**src/rtl/mem_stage_pkg.sv**
```systemverilog
// mem_stage_pkg
// Purpose : shared types and constants for the memory pipeline stage.
// Contents: mem_state_t (IDLE/WAIT), ADDR_LSB (word-alignment bit count),
//           is_misaligned() helper used when the alignment check is built in.
package mem_stage_pkg;

    typedef enum logic {
        IDLE = 1'b0,
        WAIT = 1'b1
    } mem_state_t;

    localparam int ADDR_LSB = 2;

    function automatic logic is_misaligned(input logic [ADDR_LSB-1:0] lsb);
        return |lsb;
    endfunction

endpackage

```
**src/rtl/mem_stage_if.sv**
```systemverilog
// mem_stage_if
// Purpose : bundles every non-clock signal of the memory stage.
// Groups  : E/M bundle in (REG_WRITE_M, MEM_TO_REG_M, MEM_WRITE_M, ALU_OUT_M,
//           WRITE_DATA_M, WRITE_REG_M), data-memory request/ack port
//           (MEM_REQ, MEM_WE, MEM_ADDR, MEM_WDATA, MEM_ACK, MEM_RDATA),
//           STALL back to pipe_em, M/W bundle out (REG_WRITE_W, WRITE_REG_W,
//           RESULT_W, ERR_W).
// Modports: slave  = the mem_stage itself
//           master = its environment (pipe_em, data memory, register file)
interface mem_stage_if #(
    parameter int WIDTH = 32,
    parameter int REGW  = 5
);
    logic             REG_WRITE_M;
    logic             MEM_TO_REG_M;
    logic             MEM_WRITE_M;
    logic [WIDTH-1:0] ALU_OUT_M;
    logic [WIDTH-1:0] WRITE_DATA_M;
    logic [REGW-1:0]  WRITE_REG_M;

    logic             MEM_REQ;
    logic             MEM_WE;
    logic [WIDTH-1:0] MEM_ADDR;
    logic [WIDTH-1:0] MEM_WDATA;
    logic             MEM_ACK;
    logic [WIDTH-1:0] MEM_RDATA;

    logic             STALL;

    logic             REG_WRITE_W;
    logic [REGW-1:0]  WRITE_REG_W;
    logic [WIDTH-1:0] RESULT_W;
    logic             ERR_W;

    modport slave (
        input  REG_WRITE_M, MEM_TO_REG_M, MEM_WRITE_M, ALU_OUT_M, WRITE_DATA_M, WRITE_REG_M,
        output MEM_REQ, MEM_WE, MEM_ADDR, MEM_WDATA,
        input  MEM_ACK, MEM_RDATA,
        output STALL,
        output REG_WRITE_W, WRITE_REG_W, RESULT_W, ERR_W
    );

    modport master (
        output REG_WRITE_M, MEM_TO_REG_M, MEM_WRITE_M, ALU_OUT_M, WRITE_DATA_M, WRITE_REG_M,
        input  MEM_REQ, MEM_WE, MEM_ADDR, MEM_WDATA,
        output MEM_ACK, MEM_RDATA,
        input  STALL,
        input  REG_WRITE_W, WRITE_REG_W, RESULT_W, ERR_W
    );

endinterface

```
**src/rtl/mem_stage_pipe_mw.sv**
```systemverilog
// pipe_mw
// Purpose : M/W pipeline register with synchronous clear and bubble insert.
// Ports   : clk, clr        - clock, synchronous active-high clear
//           bubble          - load a bubble (reg_write and err forced 0)
//           next_reg_write, next_write_reg, next_result, next_err - bundle to load
//           reg_write, write_reg, result, err                      - registered bundle
module pipe_mw #(
    parameter int WIDTH = 32,
    parameter int REGW  = 5
) (
    input  logic             clk,
    input  logic             clr,
    input  logic             bubble,
    input  logic             next_reg_write,
    input  logic [REGW-1:0]  next_write_reg,
    input  logic [WIDTH-1:0] next_result,
    input  logic             next_err,
    output logic             reg_write,
    output logic [REGW-1:0]  write_reg,
    output logic [WIDTH-1:0] result,
    output logic             err
);

    always_ff @(posedge clk) begin
        if (clr) begin
            reg_write <= 1'b0;
            write_reg <= '0;
            result    <= '0;
            err       <= 1'b0;
        end else if (bubble) begin
            // Only the enables matter for a bubble; index/result are left as-is.
            reg_write <= 1'b0;
            err       <= 1'b0;
        end else begin
            reg_write <= next_reg_write;
            write_reg <= next_write_reg;
            result    <= next_result;
            err       <= next_err;
        end
    end

endmodule

```
**src/rtl/mem_stage.sv**
```systemverilog
// mem_stage
// Purpose : memory stage downstream of pipe_em. Issues loads/stores over a
//           request/ack port with variable latency, stalls upstream while an
//           access is outstanding, and registers the M/W bundle with the
//           writeback result already selected.
// Ports   : CLK  - clock, all state updates on rising edge
//           CLR  - synchronous active-high reset
//           bus  - mem_stage_if.slave (E/M in, memory port, STALL, M/W out)
// Option  : MEM_STAGE_ALIGN_CHECK_EN - when defined, a load/store whose
//           address is not word aligned issues no request and raises ERR_W
//           for one cycle instead. When undefined ERR_W stays 0.
//
// state | meaning
// IDLE  | no access outstanding; non-memory ops pass straight to W
// WAIT  | request on the bus, waiting for MEM_ACK
module mem_stage
    import mem_stage_pkg::*;
#(
    parameter int WIDTH = 32,
    parameter int REGW  = 5
) (
    input  logic        CLK,
    input  logic        CLR,
    mem_stage_if.slave  bus
);

    mem_state_t       state;
    logic             mem_req;
    logic             mem_we;
    logic [WIDTH-1:0] mem_addr;
    logic [WIDTH-1:0] mem_wdata;

    // Pending bundle; the pending ALU_OUT is the same value as mem_addr.
    logic             pend_reg_write;
    logic             pend_mem_to_reg;
    logic [REGW-1:0]  pend_write_reg;

    logic             acc;
    logic             misaligned;

    logic             w_bubble;
    logic             w_reg_write;
    logic [REGW-1:0]  w_write_reg;
    logic [WIDTH-1:0] w_result;
    logic             w_err;

    assign acc = bus.MEM_TO_REG_M | bus.MEM_WRITE_M;

`ifdef MEM_STAGE_ALIGN_CHECK_EN
    assign misaligned = acc && is_misaligned(bus.ALU_OUT_M[ADDR_LSB-1:0]);
`else
    assign misaligned = 1'b0;
`endif

    // A misaligned access is rejected in the same cycle, so it never stalls.
    assign bus.STALL = !CLR &&
                       (((state == IDLE) && acc && !misaligned) ||
                        ((state == WAIT) && !bus.MEM_ACK));

    always_ff @(posedge CLK) begin
        if (CLR) begin
            state           <= IDLE;
            mem_req         <= 1'b0;
            mem_we          <= 1'b0;
            mem_addr        <= '0;
            mem_wdata       <= '0;
            pend_reg_write  <= 1'b0;
            pend_mem_to_reg <= 1'b0;
            pend_write_reg  <= '0;
        end else begin
            case (state)
                IDLE: begin
                    if (acc && !misaligned) begin
                        mem_req         <= 1'b1;
                        mem_we          <= bus.MEM_WRITE_M;
                        mem_addr        <= bus.ALU_OUT_M;
                        mem_wdata       <= bus.WRITE_DATA_M;
                        pend_reg_write  <= bus.REG_WRITE_M;
                        pend_mem_to_reg <= bus.MEM_TO_REG_M;
                        pend_write_reg  <= bus.WRITE_REG_M;
                        state           <= WAIT;
                    end
                end
                WAIT: begin
                    if (bus.MEM_ACK) begin
                        mem_req <= 1'b0;
                        state   <= IDLE;
                    end
                end
                default: state <= IDLE;
            endcase
        end
    end

    always_comb begin
        w_bubble    = 1'b1;
        w_reg_write = 1'b0;
        w_write_reg = bus.WRITE_REG_M;
        w_result    = bus.ALU_OUT_M;
        w_err       = 1'b0;
        case (state)
            IDLE: begin
                if (!acc) begin
                    w_bubble    = 1'b0;
                    w_reg_write = bus.REG_WRITE_M;
                end else if (misaligned) begin
                    w_bubble = 1'b0;
                    w_err    = 1'b1;
                end
            end
            WAIT: begin
                if (bus.MEM_ACK) begin
                    w_bubble    = 1'b0;
                    w_reg_write = pend_reg_write;
                    w_write_reg = pend_write_reg;
                    w_result    = pend_mem_to_reg ? bus.MEM_RDATA : mem_addr;
                end
            end
            default: w_bubble = 1'b1;
        endcase
    end

    assign bus.MEM_REQ   = mem_req;
    assign bus.MEM_WE    = mem_we;
    assign bus.MEM_ADDR  = mem_addr;
    assign bus.MEM_WDATA = mem_wdata;

    pipe_mw #(
        .WIDTH (WIDTH),
        .REGW  (REGW)
    ) u_pipe_mw (
        .clk            (CLK),
        .clr            (CLR),
        .bubble         (w_bubble),
        .next_reg_write (w_reg_write),
        .next_write_reg (w_write_reg),
        .next_result    (w_result),
        .next_err       (w_err),
        .reg_write      (bus.REG_WRITE_W),
        .write_reg      (bus.WRITE_REG_W),
        .result         (bus.RESULT_W),
        .err            (bus.ERR_W)
    );

endmodule

```
**src/flat_wrapper.sv**
```systemverilog
// flat-port wrapper written by rule: the top's interface ports become plain ports
module mem_stage_flat import mem_stage_pkg::*;
#(
    parameter int WIDTH = 32,
    parameter int REGW  = 5
)
  (CLK, CLR, bus_REG_WRITE_M, bus_MEM_TO_REG_M, bus_MEM_WRITE_M, bus_ALU_OUT_M, bus_WRITE_DATA_M, bus_WRITE_REG_M, bus_MEM_REQ, bus_MEM_WE, bus_MEM_ADDR, bus_MEM_WDATA, bus_MEM_ACK, bus_MEM_RDATA, bus_STALL, bus_REG_WRITE_W, bus_WRITE_REG_W, bus_RESULT_W, bus_ERR_W);
  mem_stage_if #(.WIDTH(WIDTH), .REGW(REGW)) bus_i ();
  input  logic CLK;
  input  logic CLR;
  input wire logic [$bits(bus_i.REG_WRITE_M)-1:0] bus_REG_WRITE_M;
  input wire logic [$bits(bus_i.MEM_TO_REG_M)-1:0] bus_MEM_TO_REG_M;
  input wire logic [$bits(bus_i.MEM_WRITE_M)-1:0] bus_MEM_WRITE_M;
  input wire logic [$bits(bus_i.ALU_OUT_M)-1:0] bus_ALU_OUT_M;
  input wire logic [$bits(bus_i.WRITE_DATA_M)-1:0] bus_WRITE_DATA_M;
  input wire logic [$bits(bus_i.WRITE_REG_M)-1:0] bus_WRITE_REG_M;
  output wire logic [$bits(bus_i.MEM_REQ)-1:0] bus_MEM_REQ;
  output wire logic [$bits(bus_i.MEM_WE)-1:0] bus_MEM_WE;
  output wire logic [$bits(bus_i.MEM_ADDR)-1:0] bus_MEM_ADDR;
  output wire logic [$bits(bus_i.MEM_WDATA)-1:0] bus_MEM_WDATA;
  input wire logic [$bits(bus_i.MEM_ACK)-1:0] bus_MEM_ACK;
  input wire logic [$bits(bus_i.MEM_RDATA)-1:0] bus_MEM_RDATA;
  output wire logic [$bits(bus_i.STALL)-1:0] bus_STALL;
  output wire logic [$bits(bus_i.REG_WRITE_W)-1:0] bus_REG_WRITE_W;
  output wire logic [$bits(bus_i.WRITE_REG_W)-1:0] bus_WRITE_REG_W;
  output wire logic [$bits(bus_i.RESULT_W)-1:0] bus_RESULT_W;
  output wire logic [$bits(bus_i.ERR_W)-1:0] bus_ERR_W;
  assign bus_i.REG_WRITE_M = bus_REG_WRITE_M;
  assign bus_i.MEM_TO_REG_M = bus_MEM_TO_REG_M;
  assign bus_i.MEM_WRITE_M = bus_MEM_WRITE_M;
  assign bus_i.ALU_OUT_M = bus_ALU_OUT_M;
  assign bus_i.WRITE_DATA_M = bus_WRITE_DATA_M;
  assign bus_i.WRITE_REG_M = bus_WRITE_REG_M;
  assign bus_MEM_REQ = bus_i.MEM_REQ;
  assign bus_MEM_WE = bus_i.MEM_WE;
  assign bus_MEM_ADDR = bus_i.MEM_ADDR;
  assign bus_MEM_WDATA = bus_i.MEM_WDATA;
  assign bus_i.MEM_ACK = bus_MEM_ACK;
  assign bus_i.MEM_RDATA = bus_MEM_RDATA;
  assign bus_STALL = bus_i.STALL;
  assign bus_REG_WRITE_W = bus_i.REG_WRITE_W;
  assign bus_WRITE_REG_W = bus_i.WRITE_REG_W;
  assign bus_RESULT_W = bus_i.RESULT_W;
  assign bus_ERR_W = bus_i.ERR_W;
  mem_stage #(.WIDTH(WIDTH), .REGW(REGW)) u_core (.CLK(CLK), .CLR(CLR), .bus(bus_i));
endmodule
```
**config.mk**
```make
export PLATFORM = sky130hd
export DESIGN_NAME = mem_stage_flat
export DESIGN_NICKNAME = d
export VERILOG_FILES = /design/src/rtl/mem_stage_pkg.sv /design/src/rtl/mem_stage_if.sv /design/src/rtl/mem_stage_pipe_mw.sv /design/src/rtl/mem_stage.sv /design/src/flat_wrapper.sv
export SDC_FILE = /design/constraint.sdc
export NUM_CORES = 1
export LEC_CHECK = 0
export ABC_AREA = 1
export CORE_ASPECT_RATIO = 1.2
export CORE_UTILIZATION = 40
export DETAILED_ROUTE_END_ITERATION = 7
export PLACE_DENSITY = 0.72
export SYNTH_ARGS = -nofsm -noshare
export SYNTH_HDL_FRONTEND = slang
export SYNTH_HIERARCHICAL = 1
export SYNTH_SLANG_ARGS = --single-unit
```
**constraint.sdc**
```tcl
create_clock -name CLK -period 1.78 [get_ports CLK]
set_input_delay 0.445 -clock CLK [delete_from_list [all_inputs] [get_ports CLK]]
set_output_delay 0.445 -clock CLK [all_outputs]
set_load 0.05 [all_outputs]
```
; Word level (Yosys, flattened, before mapping)
; Index checks and enable logic that the tools add are counted.
; Widths: inputs -> output; s select.
[word_totals]
regBits = 112
latchBits = 0
ram_bits = 0
rom_bits = 0
mem_count = 0
[classes]
addsub = 0
multipliers = 0
n_div = 0
magnitude_cmp = 0
eq_ne = 2
n_shift = 0
n_mux = 14
bitwise_logic = 2
n_reduce_logical = 9
[ops]
columns = op, count
row1 = $mux 32, 3
row2 = $mux 5, 2
row3 = $mux 1, 6
row4 = $pmux 1 s2, 3
row5 = $reduce_and 2->1, 2
row6 = $logic_and 1x1->1, 3
row7 = $logic_not 1->1, 2
row8 = $ne 2x1->1 const B, 1
row9 = $ne 2x2->1 const B, 1
row10 = $reduce_or 2->1, 1
row11 = $logic_or 1x1->1, 1
row12 = $not 1->1, 1
row13 = $or 1x1->1, 1

; Depth between registers and ports, before layout
[depth]
word_depth = 4
depth_mapped = 10
mapped_depth_nobuf = 7

; Modules after synthesis
; Netlist, hierarchy kept.
[modules_own_cells]
columns = module, n_inst, cells_each, area_per_inst_um2
row1 = mem_stage, 1, 568, 3917.5
row2 = pipe_mw, 1, 238, 1559.0

; Least setup slack after synthesis
; OpenSTA, ideal clock, no wires.
[synth_timing]
kind = input -> output
startpoint = input bus_MEM_TO_REG_M
endpoint = output bus_STALL
t_arrival_ps = 1849
t_required_ps = 1335
slack_ps = -514
path_stages = 5
path_buffers = 1
cell_sequence = inv_1 -> nand2_2 -> buf_4 -> nor2_1 -> nor3_1
[synth_between]
elab_chain_len = 4
[synth_rtl]
columns = item, line
row1 = "start, declared", flat_wrapper.sv:12  ; input wire logic [$bits(bus_i.MEM_TO_REG_M)-1:0] bus_MEM_TO_REG_M;
row2 = $or 1x1->1, mem_stage.sv:47  ; assign acc = bus.MEM_TO_REG_M | bus.MEM_WRITE_M;
row3 = $logic_and 1x1->1, mem_stage.sv:57  ; (((state == IDLE) && acc && !misaligned) ||
row4 = $logic_or 1x1->1, mem_stage.sv:57
row5 = $logic_and 1x1->1, mem_stage.sv:56  ; assign bus.STALL = !CLR &&
row6 = "end, declared", flat_wrapper.sv:23  ; output wire logic [$bits(bus_i.STALL)-1:0] bus_STALL;
; No other way between the ends.

; Worst setup path in the final report
[layout_timing]
startpoint = register u_core.state
endpoint = output bus_STALL
[layout_between]
elab_chain_len = 4
[layout_rtl]
columns = item, line
row1 = "start, declared", mem_stage.sv:27  ; mem_state_t state;
row2 = "start signal, assigned", mem_stage.sv:62  ; state <= IDLE;
row3 = "start signal, assigned", mem_stage.sv:81  ; state <= WAIT;
row4 = "start signal, assigned", mem_stage.sv:87  ; state <= IDLE;
row5 = $not 1->1 (no line), -
row6 = $logic_and 1x1->1, mem_stage.sv:57
row7 = $logic_or 1x1->1 (*), mem_stage.sv:57
row8 = $logic_and 1x1->1 (*), mem_stage.sv:56
; Every way passes the cells marked *; elsewhere a longest branch is shown, timed or not.

==> impl_metrics.ini <==
[cells_and_area]
syn_to_final_growth_pct = 49.44
fillers = 1259
layout_common_cells = 251 x nor2_1, 186 x nand2_1, 127 x buf_4, 112 x dfxtp_1, 102 x clkdlybuf4s50_1
nNetsFinal = 1122
stdcell_count = 1199
layout-drive-gt1-share_pct = 19.55
layout_commonest_cell = nor2_1

[clock_network]
clk_latency_ps = 410
numCtsBuffers = 17
clkTransAtPathRegs_ps = 50
clock_path_buffers = 2
cts_root_buf = clkbuf_16
cts_max_level = 4
clock_sinks = 113
cts_tree = yes

[floorplan]
start_util_pct = 41.19
ios = 213
fp-row-count = 46
die_y_microns = 130.2
fp.coreArea_sq_mm = 0.01330
dieArea_sq_mm = 0.01417
chipWidth_microns = 108.8

[yosys]
synth_area_sq_mm = 0.005477
ys_seq_area_share_pct = 41.31
ys_types = 23
yosys_register_bits = 113
synth_nets = 913
synthCells = 806
synth_top_area_share_pct = 41.31
synth_area_leaders = dfxtp_1 41%, nor2_1 17%, nand2_1 13%
yosysWarnings = 6
synth.largest_area_cell = dfxtp_1
syn_avg_cell_area_sq_um = 6.795

[timing]
fin_setup_tns_ps = 0
setup_violations = 0
period_minus_slack_ps = 1693
final_hold_viol_count = 0
hold_ws_ps = 474.2
report.final.slew_viol_count = 0
finClkSkew_ps = 8.467
rsz0062_at_grt = no
fin_crit_sh_pct = 95.11
fmax_mhz = 590.7

[global_routing]
track_usage_pct = 22.80
grt_pass1_wl_microns = 24830
grt_pass1_vias = 4937
antenna_found_initial = 2
grt_max_degree = 73
grt_overflow_total = 0

[critical_path]
crit_chain = nand2_4, inv_6, nor3_4, buf_12
reg2reg_depth = 7
cp_data_arrival_time_ps = 1250
setup.worst_path.start = u_core/state$_SDFF_PP0_
reg2reg_from = u_core/state$_SDFF_PP0_
r2r_end = u_core/u_pipe_mw/result[4]$_SDFFE_PP0N_
reg2reg_slack_ps = 430
critPathMaxFanout = 6
start_kind = flop
slowest_stage = dfxtp_4
worstSetupPathType = flop to output port
cp_data_required_time_ps = 1330
end_kind = output port
max_stage_delay_ps = 370

[power]
ir_drop_v = 0.0007132
p_leak_nw = 3.914
power_density_mw_per_mm2 = 1080
total_power_w = 0.008838

[routing]
drtAntennaViolNets = 0
post-route-drc-count = 0
drt_wl_total_microns = 16010
vias_per_cell = 4.658
dr.first_iter.drc_count = 319
dr.pass1.iters = 4
vias = 5585
wire_per_inst_microns = 13.35

[worst_hold_path]
hold_class = flop to flop
whs_path_depth = 2
hp-start = u_core/bus.MEM_WE$_SDFFE_PP0P_
whs_endpoint = u_core/bus.MEM_WE$_SDFFE_PP0P_

[place]
globalplace.congestion = 0.7821
port_buffers = 212
numPlacedInstances = 1163
hpwl_microns = 10880

[status]
status = complete, no violations

[run]
max_cap_viol_count = 0
==> per-stage QoR <==
step	util (%)	worst slack (ps)	area (sq um)
after detailed placement	56.83	-254.2	7556
after CTS	61.48	19.98	8174
final	61.56	87.10	8184
after global routing	61.52	9.946	8179
after global placement	56.83	-221.1	7556
after floorplan	-	105.0	5488
==> where the power goes <==
part | internal, W | switching, W | total (W)
combinational | 0.000887 | 0.00156 | 0.00245
clock | 0.00230 | 0.00116 | 0.00346
sequential | 0.00278 | 0.000149 | 0.00293
total | 0.00597 | 0.00287 | 0.00884
==> layout make-up <==
cell class	count	area [sq um]	share of cell area, %
Multi-Input combinational cell	590	2691	32.88
Sequential cell	113	2266	27.69
Timing Repair Buffer	243	2210	27.00
Clock buffer	22	474.2	5.794
Tap cell	168	210.2	2.568
Inverter	50	192.7	2.354
Clock inverter	10	132.6	1.621
Antenna cell	3	7.507	0.09173
==> worst max-delay path: cells and delay by family (launching register included) <==
| family | cells | cell delay (ps) |
|---|---|---|
| buffers and inverters | 2 | 220 |
| and+or+nand+nor | 2 | 250 |
| DFF | 1 | 370 |
==> how the worst max path moves through the flow <==
| stage | end | slack, ps | cells after the start |
|---|---|---|---|
| floorplan | bus_STALL | 110 | 5 |
| global placement | bus_STALL | -220 | 6 |
| detailed placement | bus_STALL | -250 | 6 |
| CTS | bus_STALL | 20 | 3 |
| global route | bus_STALL | 10 | 6 |
| finish | bus_STALL | 90 | 4 |
==> kinds of logic after synthesis <==
group	count (synthesis)	share of synthesized area, %
buf+inv	103	10.03
other cells	1	0.06847
flops	113	41.31
compound gates	72	8.019
simple gates	517	40.58
==> cell usage after synthesis <==
library cell and number:
nor2_4 1, dfxtp_1 113, inv_2 4, nor3_1 2
nand2_4 1, buf_4 8, nand2_1 186, nand3b_1 64
nand2_2 1, inv_1 45, nand3_1 6, conb_1 1
a21oi_1 44, inv_6 1, clkbuf_1 3, buf_6 12
nand3_2 1, buf_2 30, nor3b_1 2, o21ai_1 1
nor2_1 253, a21oi_2 21, o21ai_0 6
==> metal layers <==
layer | global-route usage (%) | wire (microns) | part of all wire, %
met5 | 0 | 0 | 0
met4 | 10.25 | 289 | 1.8
met3 | 5.445 | 903 | 5.6
met2 | 38.09 | 7886 | 49
met1 | 27.68 | 6932 | 43
==> timing repair <==
action                                  CTS  global route
buffers inserted                          1             0
resized for setup                         7             1
hold buffers                              0             0
pin swaps                                 3             0
endpoints found under the setup margin    1             1
No activity file was read; power rests on OpenSTA's default activity.
